[config.mk]
export PLATFORM = sky130hd
export DESIGN_NAME = fpnew_simd_lane_collector
export DESIGN_NICKNAME = d
export VERILOG_FILES = /design/src/rtl/fpnew_simd_lane_collector.sv
export SDC_FILE = /design/constraint.sdc
export NUM_CORES = 1
export LEC_CHECK = 0
export BUFFER_PORTS_ARGS = -buffer_cell sky130_fd_sc_hd__buf_2
export CORE_MARGIN = 2
export CORE_UTILIZATION = 25
export CTS_CLUSTER_DIAMETER = 40
export CTS_CLUSTER_SIZE = 16
export DETAILED_ROUTE_END_ITERATION = 8
export GPL_TIMING_DRIVEN = 1
export PLACE_DENSITY = 0.4
export SLEW_MARGIN = 10
export SYNTH_ARGS = -nofsm -noshare
export SYNTH_HDL_FRONTEND = slang
export SYNTH_SLANG_ARGS = --single-unit
[constraint.sdc]
create_clock -name clk_i -period 13.1 [get_ports clk_i]
set_clock_uncertainty 0.1 [all_clocks]
set_input_delay 0 -clock clk_i [delete_from_list [all_inputs] [get_ports clk_i]]
set_output_delay 0 -clock clk_i [all_outputs]
set_load 0.02 [all_outputs]
[src/rtl/fpnew_simd_lane_collector.sv]
// Collects per-lane FP results that arrive out of step, assembles NaN-boxed SIMD words and queues them.
// Optional macro FPNEW_LANE_COLLECTOR_CMPCOMP_EN packs vectorial compare results into the low bits.
module fpnew_simd_lane_collector #(
   parameter  int unsigned Width     = 64,
   parameter  int unsigned FpWidth   = 16,
   parameter  int unsigned Depth     = 2,
   parameter  int unsigned TagWidth  = 8,
   localparam int unsigned NUM_LANES = Width / FpWidth
) (
   input  logic                         clk_i,
   input  logic                         rst_ni,
   input  logic                         flush_i,
   input  logic [NUM_LANES-1:0]         lane_valid_i,
   output logic [NUM_LANES-1:0]         lane_ready_o,
   input  logic [NUM_LANES*FpWidth-1:0] lane_result_i,
   input  logic [NUM_LANES*5-1:0]       lane_status_i,
   input  logic [NUM_LANES-1:0]         lane_mask_i,
   input  logic [TagWidth+2:0]          meta_i,
   output logic [Width-1:0]             result_o,
   output logic [4:0]                   status_o,
   output logic                         ext_bit_o,
   output logic [TagWidth-1:0]          tag_o,
   output logic                         out_valid_o,
   input  logic                         out_ready_i,
   output logic                         busy_o
);

   localparam int unsigned MetaW = TagWidth + 3;
   localparam int unsigned PtrW  = (Depth > 1) ? $clog2(Depth) : 1;
   localparam int unsigned CntW  = $clog2(Depth + 1);

   if ((Width % FpWidth) != 0 || Width < FpWidth) begin : g_bad_width
      $error("Width must be a non-zero multiple of FpWidth");
   end
   if (Depth < 1) begin : g_bad_depth
      $error("Depth must be at least 1");
   end

   function automatic logic [PtrW-1:0] ptr_inc(input logic [PtrW-1:0] p);
      return (p == PtrW'(Depth - 1)) ? '0 : p + PtrW'(1);
   endfunction

   logic [NUM_LANES-1:0] r_hold_valid;
   logic [NUM_LANES-1:0] r_hold_mask;
   logic [FpWidth-1:0]   r_hold_res  [NUM_LANES];
   logic [4:0]           r_hold_stat [NUM_LANES];
   logic [MetaW-1:0]     r_meta;

   logic [Width-1:0]     r_fifo_res  [Depth];
   logic [4:0]           r_fifo_stat [Depth];
   logic                 r_fifo_ext  [Depth];
   logic [TagWidth-1:0]  r_fifo_tag  [Depth];
   logic [PtrW-1:0]      r_wr_ptr, r_rd_ptr;
   logic [CntW-1:0]      r_count;

   logic                 w_vec, w_ext, w_full, w_pop, w_fire;
   logic [NUM_LANES-1:0] w_active, w_take;
   logic [FpWidth-1:0]   w_slot     [NUM_LANES];
   logic [4:0]           w_stat_acc [NUM_LANES+1];
   logic [Width-1:0]     w_slots, w_asm_res;

   // Handshake and fire decision: meta always comes from the lane-0 hold.
   assign w_vec    = r_meta[2];
   assign w_ext    = r_meta[0];
   assign w_active = w_vec ? {NUM_LANES{1'b1}} : NUM_LANES'(1);
   assign w_full   = (r_count == CntW'(Depth));
   assign w_pop    = out_valid_o & out_ready_i;
   assign w_fire   = ~flush_i & r_hold_valid[0] & (&(r_hold_valid | ~w_active)) & (~w_full | w_pop);

   assign lane_ready_o = {NUM_LANES{rst_ni & ~flush_i}} &
                         (~r_hold_valid | ({NUM_LANES{w_fire}} & w_active));
   assign w_take       = lane_valid_i & lane_ready_o;

   assign w_stat_acc[0] = '0;
   for (genvar l = 0; l < NUM_LANES; l++) begin : g_lane
      assign w_slot[l] = w_active[l] ? r_hold_res[l] : {FpWidth{w_ext}};
      assign w_slots[l*FpWidth +: FpWidth] = w_slot[l];
      assign w_stat_acc[l+1] = w_stat_acc[l] |
                               (r_hold_stat[l] & {5{w_active[l] & r_hold_mask[l]}});

      always_ff @(posedge clk_i) begin
         if (w_take[l]) begin
            r_hold_res[l]  <= lane_result_i[l*FpWidth +: FpWidth];
            r_hold_stat[l] <= lane_status_i[l*5 +: 5];
            r_hold_mask[l] <= lane_mask_i[l];
         end
      end
   end

`ifdef FPNEW_LANE_COLLECTOR_CMPCOMP_EN
   logic [NUM_LANES-1:0] w_cmp_bits;
   for (genvar l = 0; l < NUM_LANES; l++) begin : g_cmp
      assign w_cmp_bits[l] = w_slot[l][0];
   end
   assign w_asm_res = (r_meta[1] & w_vec) ? Width'(w_cmp_bits) : w_slots;
`else
   logic w_unused_cmp;
   assign w_unused_cmp = r_meta[1];
   assign w_asm_res    = w_slots;
`endif

   always_ff @(posedge clk_i) begin
      if (w_take[0]) r_meta <= meta_i;
   end

   // Active holds release on fire; a handshake on the same edge refills them.
   always_ff @(posedge clk_i or negedge rst_ni) begin
      if (!rst_ni)      r_hold_valid <= '0;
      else if (flush_i) r_hold_valid <= '0;
      else              r_hold_valid <= w_take | (r_hold_valid & ~({NUM_LANES{w_fire}} & w_active));
   end

   // Output FIFO: pointer/count control is reset, storage is not.
   always_ff @(posedge clk_i or negedge rst_ni) begin
      if (!rst_ni) begin
         r_wr_ptr <= '0;
         r_rd_ptr <= '0;
         r_count  <= '0;
      end else if (flush_i) begin
         r_wr_ptr <= '0;
         r_rd_ptr <= '0;
         r_count  <= '0;
      end else begin
         if (w_fire) r_wr_ptr <= ptr_inc(r_wr_ptr);
         if (w_pop)  r_rd_ptr <= ptr_inc(r_rd_ptr);
         case ({w_fire, w_pop})
            2'b10:   r_count <= r_count + CntW'(1);
            2'b01:   r_count <= r_count - CntW'(1);
            default: r_count <= r_count;
         endcase
      end
   end

   always_ff @(posedge clk_i) begin
      if (w_fire) begin
         r_fifo_res[r_wr_ptr]  <= w_asm_res;
         r_fifo_stat[r_wr_ptr] <= w_stat_acc[NUM_LANES];
         r_fifo_ext[r_wr_ptr]  <= w_ext;
         r_fifo_tag[r_wr_ptr]  <= r_meta[MetaW-1:3];
      end
   end

   assign out_valid_o = (r_count != '0);
   assign result_o    = out_valid_o ? r_fifo_res[r_rd_ptr]  : '0;
   assign status_o    = out_valid_o ? r_fifo_stat[r_rd_ptr] : '0;
   assign ext_bit_o   = out_valid_o ? r_fifo_ext[r_rd_ptr]  : 1'b0;
   assign tag_o       = out_valid_o ? r_fifo_tag[r_rd_ptr]  : '0;
   assign busy_o      = (|r_hold_valid) | out_valid_o;

endmodule

==> results.md, run 1 <==
* Routed via count at approximately 6000
* Sink Count at approximately 260
* Largest net degree at the start of global routing at 52
* Reg clk slew, reported paths at approximately 50 ps
* Crit path capture: result_o[39]
* Sequential element share of the synthesized area at about four fifths
* Syn_nets at 717
* Max Cap Viol at 0
* Total power at ~2300 uW
* Root buffer cell: clkbuf_16
* Final Hold Vio Count at 0
* GRT Total Usage at approximately 12%
* First-pass DRT Iterations at 4
* Initial antenna violation count at 0
* Worst slew pin tran at approximately 1000 ps
* Max-slew violation total from the final report at 0
* Compound-Gate Fraction of Synth Area at around 2.2%
* WL/cell at 16.4 microns
* Post-synthesis simple-gate area fraction at about 8.2%
* Cells after Synth at 610
* Iter 0 DRT Violations at roughly 240
* FP Rows at 72
* R2R Path End: r_hold_res[2][13]$_DFFE_PP_
* Worst hold slack at ~60 ps
* Largest family of logic cells by synthesized area: simple AND/OR/NAND/NOR gates
* Pleak at ~0.0053 uW
* Remaining Overflow, GRT at 0
* Synth-to-Final Area Change at 43.7%
* Multi-input logic area at approximately 0.0019 sq mm
* IO Count at 191
* Crit path depth at 4
* Starting density of the core at about a quarter
* Worst R2R Path Depth at 4
* R2r setup slk at between 10000 and 15000 ps
* CP Cell Sequence: buf_4 > mux2i_1 > nor2_1 > buf_2
* Design area at around 0.014 sq mm
* Seq cells post-synth at 262
* WP buf/inv at 2
* CP delay by family, top: buffers and inverters
* CTS tree: built
* Hpwl dp at approximately 14000 microns
* Worst-Skew Late Latency at between 500 and 600 ps
* Antenna Diode Count at 0
* Mean area per synthesized cell at ~16 sq um
* Synthesis Warnings at 0
* Async set-reset flop share out of synthesis at slightly above 3%
* PortBufs at 189
* Die Y at between 200 and 250 microns
* Fin crit share at 22.6%
* Crit. End Element: output port
* Critical path's slowest cell: dfrtp_4
* Post-Place Cell Area at about 0.011 sq mm
* Cell variety after synth at 32
* Min Tclk post-route at between 2000 and 3000 ps
* Die area at around 0.041 sq mm
* CP Class: flip-flop to output port
* Crit path from: r_rd_ptr$_DFFE_PN0P_
* Arr. time, crit path at about 2900 ps
* Fin Setup TNS at 0 ps
* Core ar. at 0.0386 sq mm
* Post-Synth XOR/XNOR Area at less than 1%
* Fmax at between 300 and 400 MHz
* Finished Layout Cells at around 1500
* Worst Setup Start Kind: flip-flop
* Synthesized cell area at 0.00980 sq mm
* Most common library cells after synthesis: edfxtp_1 (254), nand2_1 (110), nor2_1 (82)
* Status: complete, no violations
* Ratio of cells with drive above 1 in the final layout at ~31%
* Peak VDD IR at between 0.00007 and 0.00008 V
* Reg area at between 0.007 and 0.008 sq mm
* Synth top area share at just under 80%
* Slew Limit Headroom at 32.9%
* Dominant cell type by area after synthesis: edfxtp_1
* Fillers at around 3700
* Unrepaired setup endpoints after global routing: no
* Main area contributors after synthesis: edfxtp_1 (78%), mux2i_1 (8.1%), nand2_1 (4.2%)
* Vias in the first global route at approximately 6500
* Worst R2R Start: r_hold_valid[0]$_DFF_PN0_
* Critical path required time at 13000 ps
* CTS Buffer Depth at 3
* P per Cell Area at ~160 mW/mm^2
* Die W at ~200 microns
* Final-report setup violation count at 0
* # nets final at 1043
* Placer Congestion at approximately 0.69
* CTS H-tree lvls at 2
* Post-synth top flop: edfxtp_1
* CTS Buf Count at 43
* WHS Path Cells at 2
* Residual DRC at 0
* Adder-cell area share of the yosys netlist at 0%
* Mux cell area share after synthesis at under 10%
* Routed vias/inst at 4.06
* First-pass GRT wire length at ~37000 microns
* Final ANT Viol Nets at 0
* Post-Place Cells at approximately 1300
* CP max FO at 46
* Most common cell in the netlist: edfxtp_1
* Post-synth EDFFs at about 250
* Drt total wl at roughly 24000 microns
* Max incr delay on CP at roughly 860 ps
* Hold WC Path Type: input pin to flip-flop
==> worst reg2reg max path, stage by stage (launching register included) <==
cell	delay [ps]
dfrtp_1	500
nand2b_1	110
or4_1	730
a21oi_2	560
buf_4	380
==> logic make-up after synthesis <==
kind of cell	count (synthesis)
AOI/OAI and AO/OA	30
buffers and inverters	34
muxes	79
xor gates and xnor gates	1
DFF	262
and+or+nand+nor	204
==> registers in the layout, summed over array words and instances (netlist names) <==
| signal | flops |
|---|---|
| r_wr_ptr | 1 |
| r_hold_mask | 4 |
| r_fifo_ext | 2 |
| r_count | 2 |
| r_meta | 10 |
| r_hold_valid | 4 |
| r_hold_res | 64 |
| r_hold_stat | 20 |
| r_fifo_stat | 10 |
| r_fifo_res | 128 |
| r_fifo_tag | 16 |
| r_rd_ptr | 1 |
==> cells in the final DEF, fill, tap and decap left out, types with 2 or more instances in the layout <==
cell,count
dlygate4sd3_1,110
nand2b_1,2
a211oi_1,2
nand2_1,109
edfxtp_1,254
a21oi_1,5
o21ai_0,2
clkinv_8,2
buf_2,189
nor2_4,3
clkbuf_8,3
inv_6,8
a21oi_2,2
dfrtp_1,7
clkbuf_16,45
a222oi_1,5
bufinv_16,6
clkinv_2,3
clkinvlp_4,4
o21ai_1,5
a21oi_4,2
clkinv_4,3
a32o_2,4
inv_1,2
buf_4,12
mux2i_1,79
nor4_1,2
nor2b_1,3
nor2_1,79
inv_8,5
==> power breakdown <==
part           leakage [uW]  switching (uW)  internal (uW)
Sequential          0.00241            8.32            936
Combinational       0.00216            54.7           51.1
Clock              0.000766             431            780
==> per-stage QoR <==
stage,setup WS (ps),utilization [%]
6_report,10150,36.4
5_1_grt,9950,36.4
4_1_cts,10030,36.4
3_5_place_dp,10340,29.5
3_3_place_gp,10330,29.5
2_1_floorplan,8310,-
==> how the worst min path moves through the flow <==
stage	slack, ps	from	end
floorplan	-400	rst_ni	r_count[0]$_DFFE_PN0P_
CTS	20	lane_result_i[1]	r_hold_res[0][1]$_DFFE_PP_
detailed placement	-210	rst_ni	r_hold_valid[1]$_DFF_PN0_
global placement	-210	rst_ni	r_hold_valid[1]$_DFF_PN0_
finish	60	lane_result_i[49]	r_hold_res[3][1]$_DFFE_PP_
global route	40	lane_result_i[23]	r_hold_res[1][7]$_DFFE_PP_
==> timing repair <==
item | 4_1_cts | 5_1_grt
setup buffers | 0 | 0
hold buffers | 110 | 0
hold endpoints to repair | 163 | 0
resized for setup | 0 | 0
==> layer usage <==
metal | global-route usage (%) | part of all wire (%) | up-vias
met3 | 2.42 | 4.3 | 49
met4 | 5.88 | 3.1 | 0
li1 | - | - | 2905
met2 | 20.4 | 49 | 151
met1 | 14.9 | 43 | 2930
met5 | 0 | 0 | -
==> final cells by class <==
cell class                      count  area share (%)
Clock inverter                     31            2.91
Sequential cell                   262            55.6
Tap cell                          518            4.60
Inverter                            4           0.124
Multi-Input combinational cell    314            13.3
Clock buffer                       48            8.29
Timing Repair Buffer              311            15.2
(Power assumes the default switching activity.)
==> inputs of run 2 (changes only) <==
--- a/config.mk
+++ b/config.mk
@@ -5,6 +5,7 @@
 export SDC_FILE = /design/constraint.sdc
 export NUM_CORES = 1
 export LEC_CHECK = 0
+export ABC_AREA = 1
 export BUFFER_PORTS_ARGS = -buffer_cell sky130_fd_sc_hd__buf_2
 export CORE_MARGIN = 2
 export CORE_UTILIZATION = 25
==> constraint.sdc (replaced) <==
create_clock -name clk_i -period 2.81 [get_ports clk_i]
set_clock_uncertainty 0.1 [all_clocks]
set_input_delay 0 -clock clk_i [delete_from_list [all_inputs] [get_ports clk_i]]
set_output_delay 0 -clock clk_i [all_outputs]
set_load 0.02 [all_outputs]
==> results.md, run 2 <==
* Syn_nets at 844 (was 717)
* Sequential element share of the synthesized area at 79.3% (was 79.8%)
* Sink Count at 262 (unchanged)
* Reg power frac at 37.2% (was 41.8%)
* Synthesis Warnings at 0 (unchanged)
* Biggest regs: r_fifo_res (128), r_hold_res (64), r_hold_stat (20) (unchanged)
* Worst Setup Start Kind: flip-flop (unchanged)
* Final Util at 36.4% (about the same)
* Critical path required time at 3160 ps (was 13000 ps)
* Largest register by flop count: r_fifo_res (unchanged)
* CP max FO at 6 (was 46)
* Max reg flops at 128 (unchanged)
* Synth-to-Final Area Change at 43.1% (was 43.7%)
* Remaining Overflow, GRT at 0 (unchanged)
* Commonest non-fill, non-tap cells in the layout: nand2_1 (297), edfxtp_1 (254), buf_2 (189) (was edfxtp_1 (254), buf_2 (189), dlygate4sd3_1 (110))
* Die W at 203 microns (was 202 microns)
* Place WS at 724 ps (was 10340 ps)
* Worst-Skew Late Latency at 570 ps (was 540 ps)
* Routed vias/inst at 4.07 (was 4.06)
* Placer Congestion at 0.663 (was 0.695)
* Initial antenna violation count at 2 (was 0)
* Post-Place Cells at 1420 (was 1299)
* P per Cell Area at 837 mW/mm^2 (was 160 mW/mm^2)
* Async set-reset flop share out of synthesis at 3.05% (unchanged)
* CP Class: flip-flop to flip-flop (was flip-flop to output port)
* PortBufs at 189 (unchanged)
* Max Cap Viol at 0 (unchanged)
* IO Count at 191 (unchanged)
* Fmax at between 300 and 400 MHz
* Residual DRC at 0 (unchanged)
* GRT Total Usage at 13.1% (was 12.1%)
* Post-synth top flop: edfxtp_1 (unchanged)
* CTS H-tree lvls at 2 (unchanged)
* Dominant cell type by area after synthesis: edfxtp_1 (unchanged)
* Peak VDD IR at 0.000357 V (was 0.0000789 V)
* Synthesized cell area at 0.00987 sq mm (was 0.00980 sq mm)
* Reported net switching power at 3470 uW (was 494 uW)
* Final-report setup violation count at 0 (unchanged)
* Status: complete, no violations (unchanged)
* Hold WC Path Type: input pin to flip-flop (unchanged)
* Seq cells post-synth at 262 (unchanged)
* Reg clk slew, reported paths at 50 ps (about the same)
* FP Rows at 72 (unchanged)
* Vias in the first global route at 7125 (was 6489)
* Core ar. at 0.0388 sq mm (was 0.0386 sq mm)
* WL/cell at 16.2 microns (was 16.4 microns)
* Mean area per synthesized cell at 13.4 sq um (was 16.1 sq um)
* Final Hold Vio Count at 0 (unchanged)
* Most common library cells after synthesis: nand2_1 (298), edfxtp_1 (254), a21oi_1 (79) (was edfxtp_1 (254), nand2_1 (110), nor2_1 (82))
* Die area at 0.0411 sq mm (was 0.0408 sq mm)
* Slew Limit Headroom at 57.7% (was 32.9%)
* Max incr delay on CP at 550 ps (was 860 ps)
* First-pass GRT wire length at 40700 microns (was 37200 microns)
* Hpwl dp at 14500 microns (was 14200 microns)
* Final ANT Viol Nets at 0 (unchanged)
* Most common cell after layout, fill and taps aside: nand2_1 (was edfxtp_1)
* Die Y at 203 microns (was 202 microns)
* CP delay by family, top: buffers and inverters (unchanged)
* Synth top area share at 77.3% (was 77.8%)
* Sw frac at 29.4% (was 21.9%)
* Min Tclk post-route at between 2000 and 3000 ps
* CTS tree: built (unchanged)
* # nets final at 1169 (was 1043)
* Main area contributors after synthesis: edfxtp_1 (77%), nand2_1 (11%), a21oi_1 (4.0%) (was edfxtp_1 (78%), mux2i_1 (8.1%), nand2_1 (4.2%))
* Int Pwr at 8340 uW (was 1770 uW)
* Max-slew violation total from the final report at 0 (unchanged)
* CTS Buf Count at 47 (was 43)
* Drt total wl at 26200 microns (was 24400 microns)
* CTS Buffer Depth at 3 (unchanged)
* Fin crit share at approximately 92%
* Worst slew pin tran at 634 ps (was 1000 ps)
* Crit. End Element: flip-flop (was output port)
* Largest net degree at the start of global routing at 79 (was 52)
* CP Cell Sequence: inv_2 > nor2_2 > nor2_4 > nand3_2 > nand2_2 > nand3_1 > nand2_1 > dlygate4sd3_1 > nand2_1 > dlygate4sd3_1 (was buf_4 > mux2i_1 > nor2_1 > buf_2)
* Worst hold slack at 40.8 ps (was 60.0 ps)
* Finished Layout Cells at 1619 (was 1488)
* Cells after Synth at 737 (was 610)
* Most common cell in the netlist: nand2_1 (was edfxtp_1)
* Iter 0 DRT Violations at 203 (was 237)
* Cell variety after synth at 22 (was 32)
* WP buf/inv at 3 (was 2)
* Pleak at 0.00562 uW (was 0.00534 uW)
* Clk pwr share at 45.5% (was 53.6%)
* Arr. time, crit path at 2940 ps (was 2850 ps)
* Combinational share of power at 17.3% (was 4.7%)
* Ratio of cells with drive above 1 in the final layout at 27.0% (was 30.6%)
* Starting density of the core at 25.4% (about the same)
* Routed via count at 6596 (was 6035)
* First-pass DRT Iterations at 6 (was 4)
* Unrepaired setup endpoints after global routing: no (unchanged)
* Root buffer cell: clkbuf_16 (unchanged)
* Critical path's slowest cell: dlygate4sd3_1 (was dfrtp_4)
* Post-synth EDFFs at 254 (unchanged)
* Min setup slack post-route at 217 ps (was 10150 ps)
[run 2: metrics by stage]
stage,setup TNS [ps],instance area [sq um],power (uW)
6_report,0,14100,11800
5_1_grt,0,14100,12400
4_1_cts,0,14100,12000
3_5_place_dp,0,11500,6440
3_3_place_gp,0,11500,6440
2_1_floorplan,-93130,9870,5650
[run 2: path summary, 6_finish.rpt]
check,from,end,slack [ps],cells after the start
min,lane_status_i[2],r_hold_stat[0][2]$_DFFE_PP_,40,2
max in group asynchronous,rst_ni,r_rd_ptr$_DFFE_PN0P_,1940,3
min reg2reg,r_meta[6]$_DFFE_PP_,r_fifo_tag[0][3]$_DFFE_PP_,340,0
max reg2reg,r_meta[2]$_DFFE_PP_,r_count[0]$_DFFE_PN0P_,220,10
min in group asynchronous,rst_ni,r_count[0]$_DFFE_PN0P_,350,3
max,r_meta[2]$_DFFE_PP_,r_count[0]$_DFFE_PN0P_,220,10
[run 2: power groups by stage]
stage	registers, uW	clock network, uW	logic, uW
after floorplan	4450	0	1190
after global routing	4400	5720	2260
after detailed placement	4470	0	1970
final	4390	5380	2040
after global placement	4470	0	1980
after CTS	4390	5540	2100
[run 2: what timing repair did]
item | 4_1_cts | 5_1_grt
endpoints found under the setup margin | 0 | 1
buffers inserted | 0 | 0
gates resized for setup | 0 | 1
hold buffers | 111 | 0
endpoints found under the hold margin | 168 | 0
[run 2: final cells by class]
class	count	area (sq um)
Inverter	24	93.8
Clock inverter	35	308
Fill cell	3805	24700
Multi-Input combinational cell	413	1780
Antenna cell	1	2.50
Clock buffer	52	1220
Sequential cell	262	7830
Timing Repair Buffer	314	2240
Tap cell	518	648
[run 2: cell families after synthesis]
group / share of synthesized area, %
simple gates: 13.3
flops: 79.3
compound gates: 4.31
buf+inv: 3.04
[run 2: layer usage]
layer / track usage, % / vias up / part of all wire, %
met2: 22.3 / 146 / 49
met4: 5.45 / 2 / 2.7
met1: 15.7 / 3164 / 43
met3: 3.37 / 48 / 5.2
met5: 0 / - / 0.050
li1: - / 3236 / -
==> inputs of run 3 (changes only) <==
--- a/config.mk
+++ b/config.mk
@@ -13,7 +13,7 @@
 export CTS_CLUSTER_SIZE = 16
 export DETAILED_ROUTE_END_ITERATION = 8
 export GPL_TIMING_DRIVEN = 1
-export PLACE_DENSITY = 0.4
+export PLACE_DENSITY_LB_ADDON = 0.2
 export SLEW_MARGIN = 10
 export SYNTH_ARGS = -nofsm -noshare
 export SYNTH_HDL_FRONTEND = slang
==> results.md, run 3 (synthesized netlist as in run 2, its figures left out) <==
* Hold wc startpoint: lane_status_i[4] (was lane_status_i[2])
* P per Cell Area at 834 mW/mm^2 (was 837 mW/mm^2)
* Largest register by flop count: r_fifo_res (unchanged)
* Fin Setup TNS at 0 ps (unchanged)
* Die Y at 203 microns (unchanged)
* Critical path required time at 2710 ps (was 3160 ps)
* Routed via count at 6660 (was 6596)
* PortBufs at 189 (unchanged)
* Pleak at 0.00566 uW (was 0.00562 uW)
* Die area at 0.0411 sq mm (unchanged)
* Sink Count at 262 (unchanged)
* Worst-Skew Late Latency at 560 ps (was 570 ps)
* Hold buffers post-CTS at 114 (was 111)
* Int Pwr at 8430 uW (was 8340 uW)
* Reported net switching power at 3380 uW (was 3470 uW)
* Hold WC Path Type: input pin to flip-flop (unchanged)
* Max reg flops at 128 (unchanged)
* Most common cell after layout, fill and taps aside: nand2_1 (unchanged)
* Sw frac at 28.6% (was 29.4%)
* Max Cap Viol at 0 (unchanged)
* Peak VDD IR at 0.000418 V (was 0.000357 V)
* Max-slew violation total from the final report at 0 (unchanged)
* Root buffer cell: clkbuf_16 (unchanged)
* FP Rows at 72 (unchanged)
* Multi-input logic area at 0.00178 sq mm (unchanged)
* Ratio of cells with drive above 1 in the final layout at 27.2% (was 27.0%)
* Iter 0 DRT Violations at 295 (was 203)
* Routed vias/inst at 4.10 (was 4.07)
* WL/cell at 15.8 microns (was 16.2 microns)
* Reg clk slew, reported paths at 50 ps (about the same)
* Placer Congestion at 0.695 (was 0.663)
* Worst R2R Start: r_meta[2]$_DFFE_PP_ (unchanged)
* Crit path from: r_count[0]$_DFFE_PN0P_ (was r_meta[2]$_DFFE_PP_)
* Die W at 203 microns (unchanged)
* CTS tree: built (unchanged)
* Drt total wl at 25700 microns (was 26200 microns)
* IO Count at 191 (unchanged)
* Reg area at 0.00783 sq mm (unchanged)
* Clk pwr share at 45.5% (about the same)
* Reg power frac at 37.4% (was 37.2%)
* Min Tclk post-route at 2560 ps (was 2590 ps)
* Fmax at 390 MHz (was 386 MHz)
* First-pass DRT Iterations at 5 (was 6)
* Initial antenna violation count at 2 (unchanged)
* Fillers at 3758 (was 3805)
* Slew Limit Headroom at 59.4% (was 57.7%)
* Combinational share of power at 17.1% (was 17.3%)
* Crit. End Element: output port (was flip-flop)
* Largest net degree at the start of global routing at 49 (was 79)
* Status: complete, no violations (unchanged)
* Biggest regs: r_fifo_res (128), r_hold_res (64), r_hold_stat (20) (unchanged)
* First-pass GRT wire length at 38800 microns (was 40700 microns)
* Commonest non-fill, non-tap cells in the layout: nand2_1 (297), edfxtp_1 (254), buf_2 (189) (unchanged)
* CTS Buf Count at 46 (was 47)
* Vias in the first global route at 6942 (was 7125)
* Unrepaired setup endpoints after global routing: no (unchanged)
* Worst hold slack at 47.2 ps (was 40.8 ps)
* GRT Total Usage at 12.5% (was 13.1%)
* # nets final at 1177 (was 1169)
* Remaining Overflow, GRT at 0 (unchanged)
* Worst Setup Start Kind: flip-flop (unchanged)
* CTS H-tree lvls at 2 (unchanged)
* Core ar. at 0.0388 sq mm (unchanged)
* Hpwl dp at 15000 microns (was 14500 microns)
* CTS Buffer Depth at 3 (unchanged)
* Arr. time, crit path at 2460 ps (was 2940 ps)
* Residual DRC at 0 (unchanged)
* Worst slew pin tran at 608 ps (was 634 ps)
* Final ANT Viol Nets at 0 (unchanged)
* Fin crit share at 91.2% (was 92.3%)
* Setup Fix Bufs, Post-CTS at 0 (unchanged)
* Starting density of the core at 25.4% (unchanged)
* Final Hold Vio Count at 0 (unchanged)
* Final-report setup violation count at 0 (unchanged)
* CP max FO at 33 (was 6)
* Synth-to-Final Area Change at 43.5% (was 43.1%)
* Post-CTS resize count at 0 (unchanged)
* CP Class: flip-flop to output port (was flip-flop to flip-flop)
-- run 3: changes by cell type in the layout (fill, tap and decap cells not counted), moves of 3 or more --
cell | previous run | this run
clkinv_1 | 6 | 3
buf_4 | 8 | 15
clkinv_4 | 7 | 4
clkinv_2 | 6 | 9
dlygate4sd3_1 | 111 | 114
-- run 3: critical path, stage by stage (launching register included) --
cell	delay, ps
dfrtp_1	390
inv_1	90
nand2_2	100
clkinv_2	410
buf_4	460
a21oi_1	230
buf_2	200
-- run 3: cell type report --
type,instances,area share [%]
flip-flops and latches,262,55.3
well taps,518,4.58
multi-input cells,413,12.6
diodes,1,0.0177
clock inverters,31,2.25
clock buffers,53,8.38
repair buffers,323,16.2
inverters,24,0.654
-- run 3: path summary, 6_finish.rpt --
path                                               endpoint  slack (ps)  depth (start not counted)
worst max-delay path                               tag_o[5]         250                          6
max in group asynchronous              r_rd_ptr$_DFFE_PN0P_        1890                          3
worst max register to register       r_count[0]$_DFFE_PN0P_         290                         10
worst min-delay path            r_hold_stat[0][4]$_DFFE_PP_          50                          2
min in group asynchronous            r_count[0]$_DFFE_PN0P_         370                          3
worst min register to register   r_fifo_res[1][0]$_DFFE_PP_         340                          0
-- run 3: routing by layer --
metal	wire (microns)	vias up	track usage, %
li1	-	3249	-
met1	10900	3187	14.8
met2	12600	170	21.4
met3	1480	52	3.23
met4	718	2	5.63
met5	16	-	0
-- run 3: metrics by stage --
stage | area [sq um] | setup WS [ps] | total power [uW] | util, % | instances
floorplan | 9870 | -597 | 5650 | - | 737
global placement | 11500 | 653 | 6440 | 29.7 | 1426
detailed placement | 11500 | 626 | 6430 | 29.7 | 1426
CTS | 14200 | 82.3 | 12000 | 36.5 | 1624
global route | 14200 | 0.591 | 12300 | 36.5 | 1624
finish | 14200 | 247 | 11800 | 36.5 | 1625
-- run 3: power by group through the flow --
stage	clock, uW	sequential, uW	combinational (uW)
finish	5380	4410	2020
global route	5700	4420	2220
CTS	5530	4420	2080
detailed placement	0	4490	1940
global placement	0	4490	1950
floorplan	0	4450	1190
